## config.mk

```make
export PLATFORM = sky130hd
export DESIGN_NAME = mux_sel_seq
export DESIGN_NICKNAME = d
export VERILOG_FILES = /design/src/rtl/mux_sel_seq.sv
export SDC_FILE = /design/constraint.sdc
export NUM_CORES = 1
export LEC_CHECK = 0
export CAP_MARGIN = 20
export CORE_MARGIN = 4
export CORE_UTILIZATION = 45
export CTS_BUF_LIST = sky130_fd_sc_hd__clkbuf_2
export DETAILED_ROUTE_END_ITERATION = 10
export PLACE_DENSITY = 0.8
export SETUP_SLACK_MARGIN = 0.2
export SKIP_LAST_GASP = 1
export SLEW_MARGIN = 20
export SYNTH_ARGS = -nofsm -noshare
export SYNTH_HDL_FRONTEND = slang
export SYNTH_SLANG_ARGS = --single-unit
```

## constraint.sdc

```tcl
create_clock -name clk -period 1.4 [get_ports clk]
set_input_delay 0.28 -clock clk [delete_from_list [all_inputs] [get_ports clk]]
set_output_delay 0.28 -clock clk [all_outputs]
set_load 0.01 [all_outputs]
```

## src/rtl/mux_sel_seq.sv

```systemverilog
// Sequencer for the 16:1 mux: holds a word on di, scans the selects, and streams y out on a valid/ready port.
// Optional self-check of the reassembled word is enabled by defining MUX_SEL_CHECK_EN.
module mux_sel_seq #(
  parameter int MSB_FIRST = 0
) (
  input  logic        clk,
  input  logic        rst,
  input  logic        load_valid,
  output logic        load_ready,
  input  logic [15:0] load_data,
  output logic [15:0] di,
  output logic        s0,
  output logic        s1,
  output logic        s2,
  output logic        s3,
  input  logic        y,
  output logic        sout,
  output logic        sout_valid,
  input  logic        sout_ready,
  output logic        sout_last,
  output logic        err
);

  typedef enum logic {IDLE, SCAN} state_t;

  localparam logic [3:0] CNT_START = (MSB_FIRST != 0) ? 4'd15 : 4'd0;

  state_t      state_q, state_d;
  logic [15:0] di_q, di_d;
  logic [3:0]  cnt_q, cnt_d;
  logic [3:0]  nbit_q, nbit_d;
  logic        sout_q, sout_d;
  logic        sout_valid_q, sout_valid_d;
  logic        sout_last_q, sout_last_d;
  logic        accept, sample, final_sample;

  always_comb begin
    state_d      = state_q;
    di_d         = di_q;
    cnt_d        = cnt_q;
    nbit_d       = nbit_q;
    sout_d       = sout_q;
    sout_valid_d = sout_valid_q;
    sout_last_d  = sout_last_q;

    load_ready   = (state_q == IDLE);
    accept       = (state_q == IDLE) && load_valid;
    // A new bit may only enter the output register once the old one has gone.
    sample       = (state_q == SCAN) && (!sout_valid_q || sout_ready);
    final_sample = sample && (nbit_q == 4'd15);

    if (accept) begin
      di_d    = load_data;
      cnt_d   = CNT_START;
      nbit_d  = 4'd0;
      state_d = SCAN;
    end

    if (sample) begin
      sout_d       = y;
      sout_valid_d = 1'b1;
      sout_last_d  = final_sample;
      nbit_d       = nbit_q + 4'd1;
      // The counter is left on the last index so it never wraps.
      if (final_sample) begin
        state_d = IDLE;
      end else if (MSB_FIRST != 0) begin
        cnt_d = cnt_q - 4'd1;
      end else begin
        cnt_d = cnt_q + 4'd1;
      end
    end else if (sout_ready) begin
      sout_valid_d = 1'b0;
      sout_last_d  = 1'b0;
    end
  end

  always_ff @(posedge clk or posedge rst) begin
    if (rst) begin
      state_q      <= IDLE;
      di_q         <= '0;
      cnt_q        <= '0;
      nbit_q       <= '0;
      sout_q       <= 1'b0;
      sout_valid_q <= 1'b0;
      sout_last_q  <= 1'b0;
    end else begin
      state_q      <= state_d;
      di_q         <= di_d;
      cnt_q        <= cnt_d;
      nbit_q       <= nbit_d;
      sout_q       <= sout_d;
      sout_valid_q <= sout_valid_d;
      sout_last_q  <= sout_last_d;
    end
  end

`ifdef MUX_SEL_CHECK_EN
  logic [15:0] shadow_q, shadow_d;
  logic        err_q, err_d;

  // Shadow is written at the scan index so it lines up bit-for-bit with di.
  always_comb begin
    shadow_d = shadow_q;
    err_d    = 1'b0;
    if (accept) begin
      shadow_d = '0;
    end
    if (sample) begin
      shadow_d[cnt_q] = y;
    end
    if (final_sample) begin
      err_d = (shadow_d != di_q);
    end
  end

  always_ff @(posedge clk or posedge rst) begin
    if (rst) begin
      shadow_q <= '0;
      err_q    <= 1'b0;
    end else begin
      shadow_q <= shadow_d;
      err_q    <= err_d;
    end
  end

  assign err = err_q;
`else
  assign err = 1'b0;
`endif

  // Scan index i maps to {s2,s3,s0,s1} because s0/s2 are the MSBs of each mux level.
  assign {s2, s3, s0, s1} = cnt_q;
  assign di         = di_q;
  assign sout       = sout_q;
  assign sout_valid = sout_valid_q;
  assign sout_last  = sout_last_q;

endmodule

```

==> flow_summary.toml <==
[pwr]
power_density_nw_per_um2 = 1770
p_leak_nw = 1.05
vdd_ir_drop_max_v = 0.00122

[synth]
syn_area_sq_um = 1210
syn_avg_cell_area_sq_um = 9.79
synth_top_area_share_pct = 57.7
synth-seq-area-share_pct = 57.7
ys_dominant_reg_cell = "dfrtp_1"
synth_area_leaders = "dfrtp_1 (58%), nand2_1 (16%), nand3_1 (4.1%), mux2i_1 (2.5%), ha_1 (2.1%)"
syn_nets = 147
synth_edf_count = 0
yosysWarningCount = 0
synth_cell_types = 24
async_flop_share_pct = 100
ys_seq_elements = 28
synthCells = 124
yosysTopAreaCell = "dfrtp_1"

[floorplan]
fp.dieH_microns = 59.9
rows = 18
initial_core_util_pct = 48.1
io-pin-count = 46
core_area_sq_um = 2520
chipWidth_microns = 59.9
dieArea_sq_um = 3590

[clock_network]
cts_buffer_depth = 2
clockRootBuffer = "clkbuf_2"
cts_hold_buf = 0
clkSinkCount = 28
path_clk_slew_ns = 0.26
numCtsBuffers = 3
clk_latency_ns = 0.36
cts-htree-levels = 1
cts_tree = "done"

[global_routing]
grt.total_usage_pct = 20.0
grt_max_degree = 29
gr-total-overflow = 0
grt_pass1_wl_microns = 5220
grt_antenna_before_repair = 0
grt_pass1_vias = 1101

[hold_path]
hold_path.class = "input pin to asynchronous set/reset pin"

[place]
hpwl_microns = 2200
routabilityCongestion = 0.833
placed_area_sq_um = 1730
io_buffers = 44
dp_slack_ns = -0.140
dp.cells = 202

[detailed_routing]
drc = 0
wl_met2_microns = 2060
routedWlPerCell_microns = 17.1
vias = 1206
drt_pass1_iterations = 4
met3_length_microns = 290
drt-vias-per-instance = 5.22
final_antenna_net_count = 0
drt_iter0_drc = 43
top_layer = "met4"
drt-total-wl_microns = 3950
drt-met1-wl_microns = 1450

[cells_and_area]
synthToLayoutAreaGrowth_pct = 67.4
drive_gt1_share_pct = 48.3
nFillCells = 142
finalNetCount = 225
n_antenna_cell = 0
design_area_sq_um = 2030
fin_cells = 231
final_core_util_pct = 80.6

[timing]
fin_hold_ws_ns = 0.192
setup_viol = 0
rsz0062_at_grt = "true"
final_max_slew_viol_count = 0
finalWorstSetupSlack_ns = 0.0722
report.final.hold_viol_count = 0
final.min_clock_period_ns = 1.33
max_freq_mhz = 753
finalClockSkew_ns = 0.00520
fin_crit_sh_pct = 94.8

[flow_run]
maxCapViolCount = 0

[setup_path]
rrSetupSlack_ns = 0.07
r2r_cells = 5
critPathCaptureType = "register"
path_max_fanout = 6
cp.arrival_ns = 1.63
cp-start-kind = "register"
crit_type = "register to register"
crit_required_ns = 1.71
r2r-start = "state_q"
reg2reg_to = "nbit_q[2]"

[run_status]
run_status = "complete, no violations"
[placed cells by master (no fill, tap or decap), types with 2 or more instances in the layout]
cell	netlist	routed
clkdlybuf4s50_1	0	20
buf_6	2	15
nand3_1	10	7
nand3_4	0	2
buf_2	2	18
mux2_4	1	2
inv_1	4	3
mux2i_1	3	2
buf_4	2	23
dfrtp_1	28	28
o21ai_1	2	4
nand3_2	1	2
nand2_2	0	19
buf_12	0	2
clkbuf_2	0	3
nand2_1	52	32
[synth_stat cells, drive strengths merged, types with 2 or more instances]
| library cell | number |
|---|---|
| buf | 6 |
| inv | 4 |
| mux2 | 2 |
| mux2i | 3 |
| nand3 | 11 |
| dfrtp | 28 |
| ha | 2 |
| o21ai | 6 |
| nand2 | 53 |
[per-layer routing]
metal,up-vias,GRT usage (%)
li1,543,-
met1,586,23.0
met2,61,35.8
met3,16,3.02
met4,0,9.49
met5,-,0
[through the flow]
| step | TNS (ns) | total power [mW] |
|---|---|---|
| after floorplan | 0 | 2.06 |
| after global placement | -0.478 | 2.86 |
| after detailed placement | -0.999 | 2.91 |
| after CTS | 0 | 3.21 |
| after global routing | 0 | 3.82 |
| final | 0 | 3.60 |
[critical path, stage by stage (launching register included)]
cell and delay [ns]:
dfrtp_1 0.47, buf_6 0.13, buf_8 0.13, nand2_8 0.08, mux2_4 0.31, mux2i_1 0.17
[logic make-up after synthesis]
family,share of synthesized area [%]
AO/OA/AOI/OAI,3.81
AND/OR/NAND/NOR,25.6
flip-flops,57.7
multiplexers,4.64
XOR/XNOR,0.722
other,0.309
adder cells (fa/ha/maj),2.06
buffers and inverters,5.15
[flip-flops by register name, indices dropped and copies added (netlist names)]
signal,cells
nbit_q,4
sout_valid,1
sout,1
di,16
cnt_q,4
state_q,1
sout_last,1
[how the worst max path moves through the flow]
stage                          start         to  cells past startpoint
after global placement    sout_ready   cnt_q[2]                      5
after floorplan            nbit_q[0]   cnt_q[2]                      5
after global routing         state_q  nbit_q[2]                      5
final                        state_q  nbit_q[2]                      5
after detailed placement  sout_ready   cnt_q[2]                      5
after CTS                    state_q  nbit_q[2]                      5
[layout make-up]
class                           count  area, sq um  area share (%)
Clock buffer                        3         15.0           0.739
Clock inverter                      1         3.75           0.185
Inverter                            4         15.0           0.739
Multi-Input combinational cell     86          573            28.2
Sequential cell                    28          701            34.5
Tap cell                           30         37.5            1.85
Timing Repair Buffer               79          687            33.8
[power breakdown]
part / switching (mW) / total (mW) / leakage (nW) / internal [mW]
Combinational: 0.889 / 1.88 / 0.697 / 0.994
Clock: 0.239 / 0.301 / 0.0140 / 0.0620
Sequential: 0.252 / 1.41 / 0.342 / 1.16
[repair_timing]
action / CTS / global route
setup endpoints to repair: 27 / 51
gates cloned: 0 / 1
setup buffers: 15 / 9
pin swaps: 4 / 31
resized for setup: 106 / 45
No activity file was read; power rests on OpenSTA's default activity.
